**src/rtl/riscv_pkg.sv**
```systemverilog
// Shared types and constants for the CPU memory arbiter slice.
package riscv_pkg;

    // Arbiter FSM: port free to grant, or a read in flight.
    typedef enum logic {
        IDLE    = 1'b0,
        RD_WAIT = 1'b1
    } state_e;

    // Which requester owns the outstanding read.
    typedef enum logic {
        OWN_IF = 1'b0,
        OWN_D  = 1'b1
    } owner_e;

    // Read-latency down-counter width; holds MEM_LAT-1 for MEM_LAT up to 4.
    localparam int LAT_W = 2;

    // All-ones byte-enable source, sliced to the data width by the user.
    localparam logic [63:0] BE_ALL = '1;

endpackage

```
**src/rtl/riscv_mem_arbiter_rr_arb2.sv**
```systemverilog
// Two-input round-robin arbiter: a lone requester wins, a tie goes to the
// side that was not granted last. Bit 0 is fetch, bit 1 is load/store.
module rr_arb2 (
    input  logic       clk,
    input  logic       rst_n,
    input  logic [1:0] req,
    input  logic       advance,
    output logic [1:0] gnt
);

    // rr_q = 1 means side 1 wins the next tie.
    logic rr_q;
    logic rr_d;

    // Pick a one-hot winner when the port can accept a new access.
    always_comb begin
        gnt = 2'b00;
        if (advance) begin
            case (req)
                2'b01:   gnt = 2'b01;
                2'b10:   gnt = 2'b10;
                2'b11:   gnt = rr_q ? 2'b10 : 2'b01;
                default: gnt = 2'b00;
            endcase
        end
    end

    // Point the tie-break at the side that just lost.
    always_comb begin
        rr_d = rr_q;
        if (gnt[0]) begin
            rr_d = 1'b1;
        end else if (gnt[1]) begin
            rr_d = 1'b0;
        end
    end

    // Pointer register; reset favours fetch.
    always_ff @(posedge clk) begin
        if (!rst_n) begin
            rr_q <= 1'b0;
        end else begin
            rr_q <= rr_d;
        end
    end

endmodule

```
**src/rtl/riscv_mem_arbiter.sv**
```systemverilog
// Shares one synchronous SRAM port between instruction fetch and the
// load/store unit. Stores finish in the grant cycle; reads are tracked
// through the fixed SRAM latency and returned with a one-cycle rvalid.
module riscv_mem_arbiter
    import riscv_pkg::*;
#(
    parameter int ADDR_W  = 32,
    parameter int DATA_W  = 32,
    parameter int MEM_LAT = 1
) (
    input  logic                clk_150_mhz,
    input  logic                rst_n,
    input  logic                if_req,
    input  logic [ADDR_W-1:0]   if_addr,
    output logic                if_gnt,
    output logic                if_rvalid,
    output logic [DATA_W-1:0]   if_rdata,
    input  logic                d_req,
    input  logic                d_we,
    input  logic [DATA_W/8-1:0] d_be,
    input  logic [ADDR_W-1:0]   d_addr,
    input  logic [DATA_W-1:0]   d_wdata,
    output logic                d_gnt,
    output logic                d_rvalid,
    output logic [DATA_W-1:0]   d_rdata,
    output logic                mem_en,
    output logic                mem_we,
    output logic [DATA_W/8-1:0] mem_be,
    output logic [ADDR_W-1:0]   mem_addr,
    output logic [DATA_W-1:0]   mem_wdata,
    input  logic [DATA_W-1:0]   mem_rdata,
    output logic                busy,
    output logic [15:0]         if_stall_cnt
);

    localparam int BE_W = DATA_W / 8;
    localparam logic [BE_W-1:0]  FETCH_BE = BE_ALL[BE_W-1:0];
    localparam logic [LAT_W-1:0] CNT_LOAD = LAT_W'(MEM_LAT - 1);

    state_e           state_q, state_d;
    logic [LAT_W-1:0] cnt_q, cnt_d;
    owner_e           owner_q, owner_d;
    logic [15:0]      stall_q, stall_d;

    logic       port_free;
    logic       rd_done;
    logic       rd_gnt;
    logic [1:0] gnt;

    // Byte offsets are dropped on the way to the word-addressed SRAM.
    logic unused_addr_lsbs;
    assign unused_addr_lsbs = ^{if_addr[1:0], d_addr[1:0]};

    assign port_free = (state_q == IDLE) || (cnt_q == '0);
    // Gating with rst_n keeps a read interrupted by reset from returning.
    assign rd_done   = rst_n && (state_q == RD_WAIT) && (cnt_q == '0);
    assign busy      = rst_n && (state_q == RD_WAIT);

    rr_arb2 u_rr_arb2 (
        .clk     (clk_150_mhz),
        .rst_n   (rst_n),
        .req     ({d_req, if_req}),
        .advance (rst_n && port_free),
        .gnt     (gnt)
    );

    assign if_gnt       = gnt[0];
    assign d_gnt        = gnt[1];
    assign if_stall_cnt = stall_q;

    // Route the winner onto the SRAM port; idle port drives zeros.
    always_comb begin
        mem_en    = 1'b0;
        mem_we    = 1'b0;
        mem_be    = '0;
        mem_addr  = '0;
        mem_wdata = '0;
        if (gnt[0]) begin
            mem_en   = 1'b1;
            mem_be   = FETCH_BE;
            mem_addr = {if_addr[ADDR_W-1:2], 2'b00};
        end else if (gnt[1]) begin
            mem_en    = 1'b1;
            mem_we    = d_we;
            mem_be    = d_be;
            mem_addr  = {d_addr[ADDR_W-1:2], 2'b00};
            mem_wdata = d_wdata;
        end
    end

    // Return read data to the recorded owner only in the completion cycle.
    always_comb begin
        if_rvalid = rd_done && (owner_q == OWN_IF);
        d_rvalid  = rd_done && (owner_q == OWN_D);
        if_rdata  = if_rvalid ? mem_rdata : '0;
        d_rdata   = d_rvalid  ? mem_rdata : '0;
    end

    // Next-state: a read grant (re)arms the latency counter, otherwise count
    // down and fall back to IDLE once the data has been handed over.
    always_comb begin
        rd_gnt  = gnt[0] || (gnt[1] && !d_we);
        state_d = state_q;
        cnt_d   = cnt_q;
        owner_d = owner_q;
        if (rd_gnt) begin
            state_d = RD_WAIT;
            cnt_d   = CNT_LOAD;
            owner_d = gnt[1] ? OWN_D : OWN_IF;
        end else if (state_q == RD_WAIT) begin
            if (cnt_q == '0) begin
                state_d = IDLE;
            end else begin
                cnt_d = cnt_q - LAT_W'(1);
            end
        end
        stall_d = stall_q;
        if (if_req && !gnt[0] && (stall_q != 16'hFFFF)) begin
            stall_d = stall_q + 16'd1;
        end
    end

    // FSM and stall-counter registers.
    always_ff @(posedge clk_150_mhz) begin
        if (!rst_n) begin
            state_q <= IDLE;
            cnt_q   <= '0;
            owner_q <= OWN_IF;
            stall_q <= '0;
        end else begin
            state_q <= state_d;
            cnt_q   <= cnt_d;
            owner_q <= owner_d;
            stall_q <= stall_d;
        end
    end

endmodule

```
**config.mk**
```make
export PLATFORM = sky130hd
export DESIGN_NAME = riscv_mem_arbiter
export DESIGN_NICKNAME = d
export VERILOG_FILES = /design/src/rtl/riscv_pkg.sv /design/src/rtl/riscv_mem_arbiter_rr_arb2.sv /design/src/rtl/riscv_mem_arbiter.sv
export SDC_FILE = /design/constraint.sdc
export NUM_CORES = 1
export LEC_CHECK = 0
export ABC_AREA = 1
export CORE_AREA = 2 2 112 114
export DETAILED_ROUTE_END_ITERATION = 7
export DIE_AREA = 0 0 114 116
export PLACE_DENSITY_LB_ADDON = 0.12
export SLEW_MARGIN = 20
export SYNTH_ARGS = -nofsm -noshare
export SYNTH_HDL_FRONTEND = slang
export SYNTH_HIERARCHICAL = 1
export SYNTH_SLANG_ARGS = --single-unit
```
**constraint.sdc**
```tcl
create_clock -name clk_150_mhz -period 2.4 [get_ports clk_150_mhz]
set_clock_uncertainty 0.05 [all_clocks]
set_input_delay 0.36 -clock clk_150_mhz [delete_from_list [all_inputs] [get_ports clk_150_mhz]]
set_output_delay 0.36 -clock clk_150_mhz [all_outputs]
set_load 0.01 [all_outputs]
```
==> run summary, run 1 <==
status = complete, no violations
CTS tree = done
Root Buffer Master = clkbuf_16
Rows = 40
fin crit share = 98.69%
f_max = 422.2 MHz
diode count = 0
post-synthesis sequential area ratio = 17.64%
worst vdd ir = 218.8 uV
total power = 1.534 mW
1st-iter DRT viols = 157
GRT overflow = 0
Crit. End Element = output pin
Yosys top cell area share = 24.41%
met1 Resource Use GR = 18.99%
Setup violations, final = 0
kind of critical path = reg2out
Startpoint Class = flip-flop
Cell Pwr Density = 260.3 mW/mm^2
GRT Overall Usage = 18.29%
final hold vios = 0
initial antenna violation count = 0
die span in y = 116 um
mean area per synthesized cell = 4.854 um^2
global-route wire length before repair = 19310 um
I/O pin cnt = 292
Netlist Area Pre-Place = 0.002384 mm^2
Pleak = 3.183 nW
remaining antenna violation count after routing = 0
synth warn = 6
Slew Viols, Final = 0
Vias per Instance = 4.325
Final Net Count = 945
# H-tree levels = 1
IO buf count = 285
total CTS buffers = 3
CTS sink count = 21
worst min-delay path class = reg2reg
Main synth FF type = dfxtp_1
WL per Instance = 14.02 um
gr busiest metal = met2
post-layout util = 49.47%
clk_lat worst skew = 0.26 ns
delay of the slowest critical-path stage = 0.33 ns
Worst EP required = 1.99 ns
# DRC = 0
Final min period = 2.369 ns
vias in the first global route = 3827
largest net degree at the start of global routing = 33
Clock Path Buffers = 2
global-route track usage on met2 = 34.96%
Yosys top cell by area = nand2_1
Routability Congestion = 0.8068
Total Wirelength = 13350 um
Starting Density = 20.01%
met3 GRT Util = 5.073%
hpwl dp = 10140 um
worst hold slack = 0.4164 ns
number of max-cap violations = 0
Crit-path slowest cell = dfxtp_2
synth-to-layout area growth = 147.2%
most frequent cells in the layout = clkdlybuf4s50_1 (150), nand2_1 (141), nor2_1 (134)
critical path, cell by cell = inv_2, ha_4, nor2_4, buf_6, nor2_4, nand2_2, a21oi_4, buf_12, buf_16, buf_6, nand2_2, nor2_1, buf_2
Area contributors post-synth = nand2_1 (24%), nor2_1 (22%), dfxtp_1 (18%)
number of synthesized flops with an enable pin = 0
drt first pass iters = 5
critical path arrival = 1.96 ns
die width = 114 um
cells after synthesis = 491
unrepaired setup endpoints after global routing = yes
most common cell after layout, fill and taps aside = clkdlybuf4s50_1
worst slack, placed = -0.4268 ns
Final WS setup = 0.03138 ns
Synth cell types = 26
number of synthesized register bits = 21
CORE AREA = 0.01191 mm^2
clock slew at reported path FFs = 0.06 ns
worst-path fanout max = 7
Setup TNS Final = 0 ns
DR vias = 4117
asr flop ratio synth = 0%
die area = 0.01322 mm^2
share of layout cells above drive strength 1 = 22.24%
[cell type report]
class                   instances  area (um^2)
flip-flops and latches         21        422.9
inverters                      64        255.2
fillers                      1270         6018
multi-input cells             377         1749
repair buffers                339         3203
well taps                     147        183.9
clock buffers                   4        78.83
[critical path, delay by kind of cell, from the launching register on]
family | cells | cell delay [ns]
flip-flops | 1 | 0.33
AO/OA/AOI/OAI | 1 | 0.14
AND/OR/NAND/NOR | 5 | 0.33
buffers and inverters | 6 | 0.73
adder cells (fa/ha/maj) | 1 | 0.15
[metrics by stage]
step | instances | instance area [um^2]
final | 952 | 5893
after global routing | 952 | 5893
after CTS | 949 | 5748
after detailed placement | 923 | 5617
after global placement | 923 | 5617
after floorplan | 492 | 2391
[flip-flops by register name, summed over array words and instances, names as in the netlist]
signal / count
state_q: 1
u_rr_arb2/rr_q: 1
cnt_q: 2
owner_q: 1
if_stall_cnt: 16
[synthesized netlist by cell type, types with 4 or more instances]
library cell and instances:
nand2_1 155, nor2_1 142, inv_1 62, nand3_1 40, dfxtp_1 21, clkbuf_1 13, buf_1 9, o21ai_0 7
a21oi_1 5, xnor2_1 5, buf_2 4, xor2_1 4
[per-layer routing]
layer / vias to the layer above / routed length (um)
met5: - / 0
met4: 0 / 443
met3: 29 / 1204
met2: 200 / 7082
met1: 1811 / 4617
li1: 2077 / -
[final timing paths]
kind	startpoint	depth (start not counted)	to	slack, ns
worst max-delay path	cnt_q[0]	13	mem_wdata[20]	0.03
worst min register to register	cnt_q[0]	2	cnt_q[0]	0.42
worst min-delay path	cnt_q[0]	2	cnt_q[0]	0.42
worst max register to register	cnt_q[0]	15	state_q	0.14
[report_power, final]
part | switching [mW] | internal, mW
Sequential | 0.0287 | 0.369
Combinational | 0.314 | 0.448
Clock | 0.148 | 0.227
Total | 0.491 | 1.04
[cell families (layout without fill, tap and decap cells)]
logic type,after synthesis,after routing,share of synthesized area [%]
AOI/OAI and AO/OA,15,15,3.307
xor gates and xnor gates,9,9,3.307
adders and majority gates,2,2,1.050
buffers and inverters,94,407,15.80
DFF,21,21,17.64
other,1,2,0.1573
and+or+nand+nor,349,349,58.74
[repair_timing]
item | 4_1_cts | 5_1_grt
pin swaps | 3 | 13
gates cloned | 8 | 2
setup buffers | 14 | 5
gates resized for setup | 358 | 59
hold buffers | 0 | 0
endpoints found under the setup margin | 153 | 90
(Power assumes the default switching activity.)
==> run 2, diff against run 1 <==
==> constraint.sdc (replaced) <==
create_clock -name clk_150_mhz -period 2.4 [get_ports clk_150_mhz]
set_clock_uncertainty 0.05 [all_clocks]
set_input_delay 0.36 -clock clk_150_mhz [delete_from_list [all_inputs] [get_ports clk_150_mhz]]
set_output_delay 0.36 -clock clk_150_mhz [all_outputs]
set_load 0.005 [all_outputs]
==> run summary, run 2 (synthesized netlist as in run 1, its figures left out) <==
DR vias = 4103 (-0.34%)
clock slew at reported path FFs = 0.06 ns (about the same)
total power = 1.480 mW (-3.6%)
Pleak = 3.739 nW (+17%)
Crit. End Element = output pin
worst min-delay path class = reg2reg
Largest register FFs = 16 (unchanged)
Routability Congestion = 0.8078 (+0.12%)
WHS Endpoint = cnt_q[1]
total CTS buffers = 3 (unchanged)
Final Net Count = 956 (+1.2%)
worst hold slack = 0.4270 ns (+0.01059 ns)
vias in the first global route = 3975 (+3.9%)
# DRC = 0 (unchanged)
# H-tree levels = 1 (unchanged)
Cell Pwr Density = 241.2 mW/mm^2 (-7.3%)
die span in y = 116 um (unchanged)
Final min period = 2.390 ns (+0.02147 ns)
GRT Overall Usage = 17.84% (-0.45 points)
final hold vios = 0 (unchanged)
Setup violations, final = 0 (unchanged)
Root Buffer Master = clkbuf_16
number of max-cap violations = 0 (unchanged)
worst vdd ir = 286.1 uV (+31%)
clk_lat worst skew = 0.25 ns (about the same)
GRT overflow = 0 (unchanged)
Total Wirelength = 12960 um (-2.9%)
f_max = 418.4 MHz (-0.90%)
Startpoint Class = flip-flop
synth-to-layout area growth = 157.3%
WL per Instance = 13.46 um (-4.0%)
Reg-to-Reg End = if_stall_cnt[11]
hold path start = cnt_q[1]
Worst Reg2Reg Path Length in Cells = 20 (+5)
most common cell after layout, fill and taps aside = clkdlybuf4s50_1
unrepaired setup endpoints after global routing = yes
CTS sink count = 21 (unchanged)
share of layout cells above drive strength 1 = 21.20% (-1.0 points)
most frequent cells in the layout = clkdlybuf4s50_1 (168), nand2_1 (145), nor2_1 (131)
1st-iter DRT viols = 117 (-25%)
drt first pass iters = 4 (-1)
diode count = 0 (unchanged)
hold-critical path depth = 2 (unchanged)
die area = 0.01322 mm^2 (unchanged)
Slew Viols, Final = 0 (unchanged)
Rows = 40 (unchanged)
Critical R2R Launch = cnt_q[0]
critical path arrival = 1.98 ns (+0.02 ns)
Clock Path Buffers = 2 (unchanged)
Final WS setup = 0.009906 ns (-0.02147 ns)
I/O pin cnt = 292 (unchanged)
worst-path fanout max = 7 (unchanged)
initial antenna violation count = 0 (unchanged)
CTS tree = done
kind of critical path = reg2out
IO buf count = 285 (unchanged)
status = complete, no violations
CORE AREA = 0.01191 mm^2 (unchanged)
fin crit share = 99.59% (+0.89 points)
die width = 114 um (unchanged)
global-route wire length before repair = 19120 um (-1.0%)
hold-fix buffers at CTS = 0 (unchanged)
Vias per Instance = 4.261 (-1.5%)
Worst EP required = 1.99 ns (about the same)
remaining antenna violation count after routing = 0 (unchanged)
largest net degree at the start of global routing = 27 (-18%)
R2R setup slack = 0.19 ns (+0.05 ns)
worst slack, placed = -0.4468 ns (-0.02000 ns)
Starting Density = 20.01% (unchanged)
hpwl dp = 10080 um (-0.57%)
run 2: cell count changes in the layout (fill, tap and decap cells not counted), moves of 13 or more:
cell	delta
dlygate4sd2_1	-64
dlymetal6s2s_1	+46
buf_2	-28
clkbuf_2	+26
clkdlybuf4s50_1	+18
clkdlybuf4s15_1	+13
run 2: metrics by stage:
| stage | area, um^2 | utilization, % | setup TNS (ns) | std cells |
|---|---|---|---|---|
| finish | 6133 | 51.49 | 0 | 963 |
| global route | 6133 | 51.49 | -0.3765 | 963 |
| CTS | 6075 | 51.00 | -0.1398 | 960 |
| detailed placement | 5582 | 46.86 | -40.66 | 925 |
| global placement | 5582 | 46.86 | -41.08 | 925 |
| floorplan | 2387 | - | 0 | 492 |
run 2: power by group:
| part | internal [mW] | switching [mW] |
|---|---|---|
| logic | 0.448 | 0.274 |
| clock network | 0.224 | 0.136 |
| registers | 0.369 | 0.0286 |
| total | 1.04 | 0.439 |
run 2: what timing repair did:
item / CTS / global route
setup buffers: 24 / 6
gates cloned: 7 / 0
gates resized for setup: 212 / 132
setup endpoints to repair: 149 / 145
endpoints found under the hold margin: 0 / 0
pin swaps: 8 / 15
run 2: cell type report:
cell class,count,area [um^2]
Clock buffer,3,75.07
Tap cell,147,183.9
Fill cell,1238,5778
Sequential cell,21,422.9
Clock inverter,1,5.005
Timing Repair Buffer,350,3456
Multi-Input combinational cell,377,1737
Inverter,64,254.0
run 2: how the worst max path moves through the flow:
stage	slack (ns)	depth (start not counted)	end	from
2_1_floorplan	0.03	15	mem_addr[26]	cnt_q[0]
4_1_cts	-0.08	13	mem_wdata[25]	cnt_q[1]
6_report	0.01	14	mem_wdata[29]	cnt_q[0]
3_3_place_gp	-0.43	9	mem_wdata[30]	rst_n
5_1_grt	-0.08	14	mem_wdata[29]	cnt_q[0]
3_5_place_dp	-0.45	9	mem_wdata[30]	rst_n
run 2: worst max-delay path, cell delays in order (launching register included):
cell and delay (ns):
dfxtp_2 0.32, inv_2 0.07, ha_4 0.13, nor2_2 0.03
buf_6 0.11, nor2_4 0.09, nand2_2 0.08, a21oi_4 0.14
buf_12 0.15, buf_12 0.11, buf_16 0.11, buf_6 0.10
nand2_2 0.04, nor2_2 0.10, buf_2 0.13
run 2: layer usage:
layer	up-vias	global-route usage, %	wire length (um)
li1	2098	-	-
met1	1804	18.19	4586
met2	181	35.00	6875
met3	20	5.753	1221
met4	0	4.472	274
met5	-	0	0
==> run 3, diff against run 2 <==
--- a/config.mk
+++ b/config.mk
@@ -6,12 +6,12 @@
 export NUM_CORES = 1
 export LEC_CHECK = 0
 export ABC_AREA = 1
-export CORE_AREA = 2 2 112 114
+export CORE_AREA = 2 2 113 115
 export DETAILED_ROUTE_END_ITERATION = 7
-export DIE_AREA = 0 0 114 116
+export DIE_AREA = 0 0 115 117
 export PLACE_DENSITY_LB_ADDON = 0.12
+export REMOVE_ABC_BUFFERS = 1
 export SLEW_MARGIN = 20
 export SYNTH_ARGS = -nofsm -noshare
 export SYNTH_HDL_FRONTEND = slang
-export SYNTH_HIERARCHICAL = 1
 export SYNTH_SLANG_ARGS = --single-unit
==> run summary, run 3 <==
Yosys top cell by area = nor2_1
most frequent cell after synthesis = nor2_1
CTS sink count = 21 (unchanged)
Yosys top cell area share = 19.00% (-5.4 points)
clk_lat worst skew = 0.25 ns (about the same)
CORE AREA = 0.01231 mm^2 (+3.4%)
share of layout cells above drive strength 1 = 9.283% (-12 points)
Starting Density = 18.62% (-1.4 points)
Slew Viols, Final = 0 (unchanged)
largest net degree at the start of global routing = 35 (+30%)
most frequent cells in the layout = clkdlybuf4s50_1 (185), nor2_1 (111), inv_1 (86)
cells after synthesis = 418 (-15%)
GRT overflow = 0 (unchanged)
total CTS buffers = 3 (unchanged)
Synth cell types = 26 (unchanged)
die area = 0.01346 mm^2 (+1.7%)
worst-path fanout max = 12 (+5)
Largest register FFs = 16 (unchanged)
final hold vios = 0 (unchanged)
fin crit share = 97.25% (-2.3 points)
Startpoint Class = input pin
status = complete, no violations
vias in the first global route = 3366 (-15%)
WL per Instance = 15.94 um (+18%)
Final WS setup = 0.06592 ns (+0.05602 ns)
Final Net Count = 851 (-11%)
clock slew at reported path FFs = 0.06 ns (about the same)
worst vdd ir = 301.5 uV (+5.4%)
synth warn = 0 (-6)
Cell Pwr Density = 238.1 mW/mm^2 (-1.3%)
Main synth FF type = dfxtp_1
synth cell count leaders = nor2_1 (116), inv_1 (88), nand2_1 (78)
hpwl dp = 11330 um (+12%)
Pleak = 3.344 nW (-11%)
Routability Congestion = 0.8276 (+2.5%)
f_max = 428.4 MHz (+2.4%)
remaining antenna violation count after routing = 0 (unchanged)
CTS tree = done
Rows = 41 (+2.5%)
die span in y = 117 um (+0.86%)
Netlist Area Pre-Place = 0.002292 mm^2 (-3.8%)
critical path arrival = 1.92 ns (-0.06 ns)
post-synthesis sequential area ratio = 18.34% (+0.70 points)
Crit. End Element = output pin
drt first pass iters = 4 (unchanged)
Area contributors post-synth = nor2_1 (19%), dfxtp_1 (18%), inv_1 (14%)
initial antenna violation count = 1 (+1)
# H-tree levels = 1 (unchanged)
kind of critical path = in2out
1st-iter DRT viols = 166 (+42%)
Clock Path Buffers = 2 (unchanged)
DR vias = 3574 (-13%)
asr flop ratio synth = 0% (unchanged)
synth-to-layout area growth = 148.0%
IO buf count = 285 (unchanged)
Setup violations, final = 0 (unchanged)
unrepaired setup endpoints after global routing = yes
normalized max-slew margin = 58.79%
Worst Max-Slew Pin Slew = 0.6174 ns
GRT Overall Usage = 18.44% (+0.60 points)
die width = 115 um (+0.88%)
Worst EP required = 1.99 ns (about the same)
Total Wirelength = 13740 um (+6.0%)
Final min period = 2.334 ns (-0.05602 ns)
total power = 1.354 mW (-8.5%)
mean area per synthesized cell = 5.484 um^2 (+13%)
number of synthesized register bits = 21 (unchanged)
hold-fix buffers at CTS = 0 (unchanged)
most common cell after layout, fill and taps aside = clkdlybuf4s50_1
# DRC = 0 (unchanged)
worst slack, placed = -0.2748 ns (+0.1720 ns)
I/O pin cnt = 292 (unchanged)
Setup TNS Final = 0 ns (unchanged)
number of max-cap violations = 0 (unchanged)
global-route wire length before repair = 19280 um (+0.83%)
Root Buffer Master = clkbuf_16
worst min-delay path class = reg2reg
Vias per Instance = 4.146 (-2.7%)
number of synthesized flops with an enable pin = 0 (unchanged)
Fillers = 1293 (+4.4%)
## run 3: metal layers
layer  global-route usage [%]  wire (um)  vias up
li1                         -          -     1847
met1                    23.49       5665     1586
met2                    31.88       6701      125
met3                    5.201       1177       14
met4                    2.570        178        2
met5                        0         13        -
## run 3: worst max-delay path, cell delays in order
cell             delay (ns)
clkdlybuf4s50_1        0.51
nand2_2                0.09
nand2_1                0.12
nor2_4                 0.06
buf_12                 0.14
buf_4                  0.14
a22o_1                 0.20
dlygate4sd2_1          0.28
## run 3: what timing repair did
| action | in CTS | in global routing |
|---|---|---|
| setup endpoints to repair | 134 | 111 |
| pin swaps | 1 | 2 |
| resized for setup | 81 | 47 |
| cloned | 1 | 0 |
| setup buffers | 5 | 2 |
## run 3: stage by stage
stage	cells	util [%]	cell area [um^2]	hold slack (ns)
global placement	849	44.25	5448	0.3958
global route	861	46.16	5683	0.4500
detailed placement	849	44.25	5448	0.4020
CTS	859	45.15	5559	0.4112
floorplan	397	-	2181	0.3863
finish	862	46.18	5685	0.4092
## run 3: cell type report
cell class,count,area [um^2],area share [%]
Timing Repair Buffer,310,3152,55.44
Clock buffer,3,75.07,1.320
Inverter,90,337.8,5.942
Sequential cell,21,420.4,7.394
Tap cell,150,187.7,3.301
Clock inverter,1,7.507,0.1320
Multi-Input combinational cell,286,1503,26.43
Antenna cell,1,2.502,0.04401
## run 3: logic make-up after synthesis
| group | share of synthesized area [%] |
|---|---|
| xor gates and xnor gates | 2.293 |
| adders and majority gates | 1.092 |
| AOI/OAI and AO/OA | 17.14 |
| buffers and inverters | 19.76 |
| DFF | 18.34 |
| other | 0.1636 |
| and+or+nand+nor | 41.21 |
## run 3: final timing paths
kind         startpoint               to  cells after the start  slack (ns)
max               d_req     mem_addr[21]                      8        0.07
min            cnt_q[1]         cnt_q[1]                      2        0.41
max reg2reg    cnt_q[1]  if_stall_cnt[8]                     12        0.54
min reg2reg    cnt_q[1]         cnt_q[1]                      2        0.41
## run 3: power breakdown
part | total (mW) | internal, mW | switching [mW]
combinational | 0.636 | 0.396 | 0.240
clock | 0.354 | 0.225 | 0.129
sequential | 0.363 | 0.356 | 0.00702
